**src/rtl/bitty_ctrl_pkg.sv**
```systemverilog
// Shared encodings for the bitty control FSM: state codes, instruction
// format and branch-condition codes, and the bus-mux select values.
package bitty_ctrl_pkg;

  localparam logic [2:0] ST_FETCH     = 3'd0;
  localparam logic [2:0] ST_DECODE    = 3'd1;
  localparam logic [2:0] ST_EXECUTE   = 3'd2;
  localparam logic [2:0] ST_MEM_WAIT  = 3'd3;
  localparam logic [2:0] ST_WRITEBACK = 3'd4;
  localparam logic [2:0] ST_BRANCH    = 3'd5;
  localparam logic [2:0] ST_ERROR     = 3'd6;

  localparam logic [1:0] FMT_R = 2'b00;
  localparam logic [1:0] FMT_I = 2'b01;
  localparam logic [1:0] FMT_B = 2'b10;
  localparam logic [1:0] FMT_M = 2'b11;

  localparam logic [1:0] COND_EQ     = 2'b00;
  localparam logic [1:0] COND_GT     = 2'b01;
  localparam logic [1:0] COND_LT     = 2'b10;
  localparam logic [1:0] COND_ALWAYS = 2'b11;

  localparam logic [3:0] MUX_IMM = 4'b1000;

  function automatic logic [3:0] reg_mux(input logic [2:0] r);
    return {1'b0, r};
  endfunction

  // flags are ordered {eq, gt, lt}
  function automatic logic cond_holds(input logic [1:0] cond, input logic [2:0] flags);
    logic hit;
    case (cond)
      COND_EQ: hit = flags[2];
      COND_GT: hit = flags[1];
      COND_LT: hit = flags[0];
      default: hit = 1'b1;
    endcase
    return hit;
  endfunction

endpackage

```
**src/rtl/ctrl_wait_timer.sv**
```systemverilog
// Saturating memory-wait counter; expired is raised once the count equals
// TIMEOUT (never raised when TIMEOUT is 0).
module ctrl_wait_timer #(
  parameter int TIMEOUT = 15
) (
  input  logic clk,
  input  logic reset_n,
  input  logic clear,
  input  logic enable,
  output logic expired
);

  localparam int CW = (TIMEOUT < 1) ? 1 : $clog2(TIMEOUT + 1);
  localparam logic [CW-1:0] CNT_MAX = '1;

  logic [CW-1:0] count;

  always_ff @(posedge clk or negedge reset_n) begin
    if (!reset_n) begin
      count <= '0;
    end else if (clear) begin
      count <= '0;
    end else if (enable && (count != CNT_MAX)) begin
      count <= count + CW'(1);
    end
  end

  assign expired = (TIMEOUT != 0) && (count == CW'(TIMEOUT));

endmodule

```
**src/rtl/bitty_ctrl_fsm.sv**
```systemverilog
// Multicycle control FSM for the bitty core: decodes the registered
// instruction word into datapath enables, mux selects, ALU opcode and PC control.
module bitty_ctrl_fsm
  import bitty_ctrl_pkg::*;
#(
  parameter int DATA_W      = 16,
  parameter int PC_W        = 12,
  parameter int MEM_TIMEOUT = 15
) (
  input  logic              clk,
  input  logic              reset_n,
  input  logic              run,
  input  logic [15:0]       d_in,
  input  logic [2:0]        flags,
  input  logic              mem_ack,
  output logic              done,
  output logic              busy,
  output logic              err,
  output logic              en_i,
  output logic              pc_inc,
  output logic              pc_load,
  output logic [PC_W-1:0]   pc_target,
  output logic              en_s,
  output logic              en_c,
  output logic [7:0]        en_reg,
  output logic [2:0]        alu_sel,
  output logic [3:0]        mux_sel,
  output logic [DATA_W-1:0] imm_val,
  output logic              mem_req,
  output logic              mem_we
);

  logic [2:0]        state;
  logic [2:0]        state_next;
  logic [1:0]        fmt;
  logic [2:0]        ra;
  logic [2:0]        rb;
  logic [2:0]        alu;
  logic [7:0]        imm8;
  logic [1:0]        cond;
  logic [11:0]       tgt;
  logic              is_store;
  logic [DATA_W-1:0] imm_sext;
  logic              timer_clear;
  logic              timer_enable;
  logic              timer_expired;

  assign fmt      = d_in[1:0];
  assign ra       = d_in[15:13];
  assign rb       = d_in[12:10];
  assign alu      = d_in[4:2];
  assign imm8     = d_in[12:5];
  assign cond     = d_in[3:2];
  assign tgt      = d_in[15:4];
  assign is_store = (fmt == FMT_M) && d_in[2];
  assign imm_sext = {{(DATA_W-8){imm8[7]}}, imm8};

  assign timer_enable = (state == ST_MEM_WAIT) && !mem_ack;
  assign timer_clear  = (state != ST_MEM_WAIT) || mem_ack;

  ctrl_wait_timer #(
    .TIMEOUT (MEM_TIMEOUT)
  ) u_wait_timer (
    .clk     (clk),
    .reset_n (reset_n),
    .clear   (timer_clear),
    .enable  (timer_enable),
    .expired (timer_expired)
  );

  // err is the only registered output and stays set until reset
  always_ff @(posedge clk or negedge reset_n) begin
    if (!reset_n) begin
      state <= ST_FETCH;
      err   <= 1'b0;
    end else begin
      state <= state_next;
      if (state_next == ST_ERROR) begin
        err <= 1'b1;
      end
    end
  end

  assign busy = !((state == ST_FETCH) && !run) && (state != ST_ERROR);

  always_comb begin
    state_next = state;
    done       = 1'b0;
    en_i       = 1'b0;
    pc_inc     = 1'b0;
    pc_load    = 1'b0;
    pc_target  = '0;
    en_s       = 1'b0;
    en_c       = 1'b0;
    en_reg     = 8'b0;
    alu_sel    = 3'b0;
    mux_sel    = 4'b0;
    imm_val    = '0;
    mem_req    = 1'b0;
    mem_we     = 1'b0;

    case (state)
      ST_FETCH: begin
        if (run) begin
          en_i       = 1'b1;
          pc_inc     = 1'b1;
          state_next = ST_DECODE;
        end
      end

      ST_DECODE: begin
        en_s       = 1'b1;
        mux_sel    = (fmt == FMT_M) ? reg_mux(rb) : reg_mux(ra);
        state_next = (fmt == FMT_B) ? ST_BRANCH : ST_EXECUTE;
      end

      ST_EXECUTE: begin
        case (fmt)
          FMT_R: begin
            mux_sel    = reg_mux(rb);
            en_c       = 1'b1;
            alu_sel    = alu;
            state_next = ST_WRITEBACK;
          end
          FMT_I: begin
            mux_sel    = MUX_IMM;
            imm_val    = imm_sext;
            en_c       = 1'b1;
            alu_sel    = alu;
            state_next = ST_WRITEBACK;
          end
          FMT_M: begin
            mem_req = 1'b1;
            mem_we  = is_store;
            if (is_store) begin
              mux_sel = reg_mux(ra);
            end
            if (mem_ack) begin
              en_c       = !is_store;
              state_next = ST_WRITEBACK;
            end else begin
              state_next = ST_MEM_WAIT;
            end
          end
          default: state_next = ST_FETCH;
        endcase
      end

      // Ack wins over expiry when both land on the same cycle
      ST_MEM_WAIT: begin
        mem_req = 1'b1;
        mem_we  = is_store;
        if (is_store) begin
          mux_sel = reg_mux(ra);
        end
        if (mem_ack) begin
          en_c       = !is_store;
          state_next = ST_WRITEBACK;
        end else if (timer_expired) begin
          state_next = ST_ERROR;
        end
      end

      ST_WRITEBACK: begin
        if (!is_store) begin
          en_reg = 8'b1 << ra;
        end
        done       = 1'b1;
        state_next = ST_FETCH;
      end

      ST_BRANCH: begin
        pc_target  = PC_W'(tgt);
        pc_load    = cond_holds(cond, flags);
        done       = 1'b1;
        state_next = ST_FETCH;
      end

      ST_ERROR: state_next = ST_ERROR;

      default: state_next = ST_FETCH;
    endcase
  end

endmodule
```
**config.mk**
```make
export PLATFORM = sky130hd
export DESIGN_NAME = bitty_ctrl_fsm
export DESIGN_NICKNAME = d
export VERILOG_FILES = /design/src/rtl/bitty_ctrl_pkg.sv /design/src/rtl/ctrl_wait_timer.sv /design/src/rtl/bitty_ctrl_fsm.sv
export SDC_FILE = /design/constraint.sdc
export NUM_CORES = 1
export LEC_CHECK = 0
export ABC_AREA = 1
export ABC_CLOCK_PERIOD_IN_PS = 2350
export CAP_MARGIN = 10
export CORE_MARGIN = 4
export CORE_UTILIZATION = 33
export CTS_CLUSTER_DIAMETER = 60
export DETAILED_ROUTE_END_ITERATION = 7
export PLACE_DENSITY = 0.84
export SLEW_MARGIN = 20
export SYNTH_ARGS = -nofsm -noshare
export SYNTH_HDL_FRONTEND = slang
export SYNTH_SLANG_ARGS = --single-unit
```
**constraint.sdc**
```tcl
create_clock -name clk -period 2.35 [get_ports clk]
set_input_delay 0.5875 -clock clk [delete_from_list [all_inputs] [get_ports clk]]
set_output_delay 0.5875 -clock clk [all_outputs]
set_load 0.05 [all_outputs]
```
# Yosys cells after proc, flatten, opt, wreduce, memory -nomap -nowiden
# Cells that the tools add are included.
# Widths: inputs -> output; s select.
# word_totals
latchBits,0
elab_cells,70
romBits,0
ram_bits,0
memories,0
reg_bits,8
# classes
add_sub_neg,1
shifts,1
mul,0
reduce_logical,16
div,0
eq_ne,16
bitwise_logic,0
order_cmp,0
n_mux,33
# op_table
operator,n
$mux 16,2
$mux 3,9
$pmux 4 s3,2
$mux 8,2
$pmux 3 s5,1
$eq 3x3->1 const B,4
$mux 12,1
$mux 1,8
$mux 4,2
$pmux 1 s2,4
$shl 1x3->8 const A,1
$eq 2x2->1 const B,3
$eq 3x2->1 const B,2
$pmux 3 s2,1
$logic_and 1x1->1,5
$add 4x1->4 const B,1
$eq 2x1->1 const B,2
$eq 4x4->1 const B,1
$logic_not 1->1,4
$logic_not 2->1,2
$ne 4x4->1 const B,1
$reduce_or 2->1,2
$eq 3x1->1 const B,1
$logic_not 3->1,1
other kinds (5),5

# Depth between registers and ports, before layout
# depth
depth_word,6
mapped_depth,8
ltp_nobuf,8

# Cells and area by module
# From an unflattened synthesis, not the netlist that was laid out.
# unflattened
cells_unflattened,181
area_unflattened_um2,998.5
# modules_own_cells
mod,n_inst,cells_per_inst,area_per_inst_um2,seq_area_each_um2
bitty_ctrl_fsm,1,152,773.2,100.1
ctrl_wait_timer,1,29,225.2,100.1

# Worst setup path before layout
# Ideal clock, no wire load.
# synth_path
kind,input-to-output
from,in d_in[0]
to,out en_reg[3]
required_ps,1762
path_slack_ps,-700
arrival_ps,2462
path_buffers,0
stages,5
cell_sequence,nand2_1 > inv_1 > nand2_2 > inv_1 > nor4_1
# synth_between
elab_chain_len,4
# synth_rtl
item,line_no,text
start: declaration,bitty_ctrl_fsm.sv:13,"input logic [15:0] d_in,"
$eq 2x2->1,bitty_ctrl_fsm.sv:55,assign is_store = (fmt == FMT_M) && d_in[2];
$logic_and 1x1->1,bitty_ctrl_fsm.sv:55,
$mux 8,bitty_ctrl_fsm.sv:165,if (!is_store) begin
$mux 8,bitty_ctrl_fsm.sv:102,case (state)
end: declaration,bitty_ctrl_fsm.sv:25,"output logic [7:0] en_reg,"
# Every way passes these cells.

# Worst setup path after layout
# layout_path
from,in d_in[1]
to,out mux_sel[2]
# layout_between
elab_chain_len,5
word_cells_on_any_way,8
classes_between,eq/ne: 2; mux: 4; reduce/logical: 2
# layout_rtl
item,line_no,text
$eq 2x2->1,"bitty_ctrl_fsm.sv:55, bitty_ctrl_fsm.sv:113, bitty_ctrl_fsm.sv:118",
$logic_and 1x1->1,bitty_ctrl_fsm.sv:55,
$mux 3,"bitty_ctrl_fsm.sv:135, bitty_ctrl_fsm.sv:153",
$pmux 4 s3,bitty_ctrl_fsm.sv:118,case (fmt)
$pmux 4 s3 (*),bitty_ctrl_fsm.sv:102,
end: declaration,bitty_ctrl_fsm.sv:27,"output logic [3:0] mux_sel,"
# Every way passes the cells marked *; elsewhere a longest branch is shown, timed or not.

==> out/metrics.yaml <==
path_clk_slew_ns: 0.06
yosysWarnings: 0
hold_viol: 0
fin_area_sq_um: 2550
syn_nets: 193
cpLargestDelayFamily: "buffers and inverters"
required_ns: 1.76
h-tree-depth: 1
io_buffer_count: 75
vias: 1747
synth_top_area_share_pct: 21.0
worst_path_max_delay_cell: "dlygate4sd2_1"
routabilityCongestion: 0.865
endpoint_kind: "primary output"
r2r_end: "err"
ant_nets: 0
rsz0062_at_grt: "true"
cts-buffers-inserted: 3
grt_max_degree: 14
drv_cap: 0
track_usage_pct: 32.5
via_per_inst: 6.00
die_area_sq_um: 3820
final_common_cell: "buf_12"
final_cell_mix: "buf_12 (52), nor2_1 (32), nand2_1 (24)"
wirelength_microns: 6670
outcome: "complete, but fails checks"
io_pins: 76
final_net_count: 286
slew_headroom_pct: 66.8
insertion_delay_ns: 0.26
syn_to_final_growth_pct: 167
crit_top_cell: "nand2_1"
period_share_pct: 103
worstPathArrival_ns: 1.84
hpwl_microns: 4300
dp_cells: 280
first_global_vias: 1648
setup_viol: 6
synth-seq-cells: 8
worstSetupPathType: "primary input to primary output"
r2r-start: "u_wait_timer.count[0]"
setup_ws_ns: -0.0774
grt_pass1_wl_microns: 8890
die-height_microns: 61.8
die_w_microns: 61.8
critPathBufInv: 4
finClkSkew_ns: 0.00695
leakage_nw: 1.20
core_sq_um: 2760
netlist_area_sq_um: 955
cp_max_fo: 3
cts_tree: "yes"
path_cells: "dlygate4sd2_1 > buf_4 > inv_2 > nand2_1 > o22ai_1 > nand2_1 > nand3_2 > buf_12"
cp.depth: 8
dr.pass1.iters: 6
seq_area_sq_um: 201
worstRegToRegCells: 7
reg2reg_slack_ns: 0.83
start_util_pct: 34.6
fmax_ghz: 0.412
avgSynthCellArea_sq_um: 5.65
power_density_nw_per_um2: 747
tightest_slew_ns: 0.496
clock_sinks: 8
grt_overflow: 0
syn_inst: 169
clk_path_buf_depth: 2
yosysTopAreaCell: "dfrtp_1"
hold_slack_ns: 0.502
period_needed_ns: 2.43
violations: "negative setup slack"
finalPower_w: 0.00191
nFillCells: 77
critPathMaxStageDelay_ns: 0.27
std_cell_rows: 19
hp-class: "register to register"
post_drt_wl_per_cell_microns: 22.9
max-vdd-ir-drop_v: 0.00103
startpoint: "d_in[1]"
yosysUniqueCellTypes: 22
placed_cell_area_sq_um: 2320
fin_cells: 291
drc: 0
layout-drive-gt1-share_pct: 48.5
synth.area.top_cells: "dfrtp_1 (21%), nor2_1 (17%), nand2_1 (10%)"
diodes: 0
crit_path_start_kind: "primary input"
endpoint: "mux_sel[2]"
drtIter0Drc: 157
slew_viol_final: 0
ys_seq_area_share_pct: 21.0
multi_input_area_sq_um: 708
antenna_found_initial: 0
cts_root_buffer: "clkbuf_4"
stage by stage:
| step | setup TNS, ns | util [%] | worst slack, ns |
|---|---|---|---|
| after floorplan | -0.312 | - | -0.138 |
| after global placement | -2.61 | 84.3 | -0.132 |
| after detailed placement | -5.17 | 84.3 | -0.264 |
| after CTS | 0 | 88.6 | 0.00987 |
| after global routing | -0.303 | 92.5 | -0.116 |
| final | -0.166 | 92.5 | -0.0774 |
cell families (layout without fill, tap and decap cells):
kind of cell / count (synthesis) / count (layout) / share of synthesized area [%]
compound gates: 22 / 22 / 12.5
xor+xnor: 1 / 1 / 0.918
fa+ha+maj: 1 / 1 / 1.31
buf+inv: 39 / 129 / 19.0
flops: 8 / 8 / 21.0
simple gates: 98 / 99 / 45.3
cell usage after synthesis (all sizes together):
cell type   n
a21oi      11
buf        10
dfrtp       8
ha          1
inv        29
nand2      29
nand3      18
nand4       1
nor2       46
nor3        2
nor4        2
o21ai       7
o22ai       4
xor2        1
where the power goes:
group / switching, W / total [W] / leakage, nW / internal [W]
sequential: 0.0000499 / 0.000214 / 0.102 / 0.000164
clock: 0.0000473 / 0.000106 / 0.0138 / 0.0000585
combinational: 0.000953 / 0.00159 / 1.08 / 0.000633
worst register-to-register path, stage by stage, from the launching register on:
cell and delay (ns):
dfrtp_1 0.43, ha_1 0.28, nand3_1 0.22, nand2_1 0.11
a21oi_1 0.15, nand2_1 0.08, nand2_1 0.07, nand2_1 0.06
routing by layer:
| metal | share of wire [%] | GRT usage, % |
|---|---|---|
| met4 | 8.4 | 21.8 |
| met5 | 0 | 0 |
| met2 | 47 | 57.5 |
| met3 | 12 | 6.82 |
| met1 | 32 | 34.4 |
flip-flops by register name (all words and copies together), names as in the netlist:
name	count
err	1
state	3
u_wait_timer.count	4
how the worst min path moves through the flow:
stage	start	endpoint	slack (ns)	depth (start not counted)
6_report	err	err	0.50	2
5_1_grt	err	err	0.52	2
4_1_cts	err	err	0.48	2
3_5_place_dp	err	err	0.46	2
3_3_place_gp	err	err	0.45	2
2_1_floorplan	reset_n	err	0.29	0
cell type report:
type | count | share of cell area (%)
clock buffers | 3 | 0.883
inverters | 29 | 4.56
multi-input cells | 123 | 27.8
flip-flops and latches | 8 | 7.90
well taps | 31 | 1.52
repair buffers | 97 | 57.4
timing repair:
| action | in CTS | in global routing |
|---|---|---|
| endpoints found under the setup margin | 34 | 33 |
| hold buffers | 0 | 0 |
| cloned | 2 | 0 |
| setup buffers | 3 | 3 |
| pin swaps | 3 | 3 |
| resized for setup | 18 | 31 |
| hold endpoints to repair | 0 | 0 |
No activity file was read; power rests on OpenSTA's default activity.
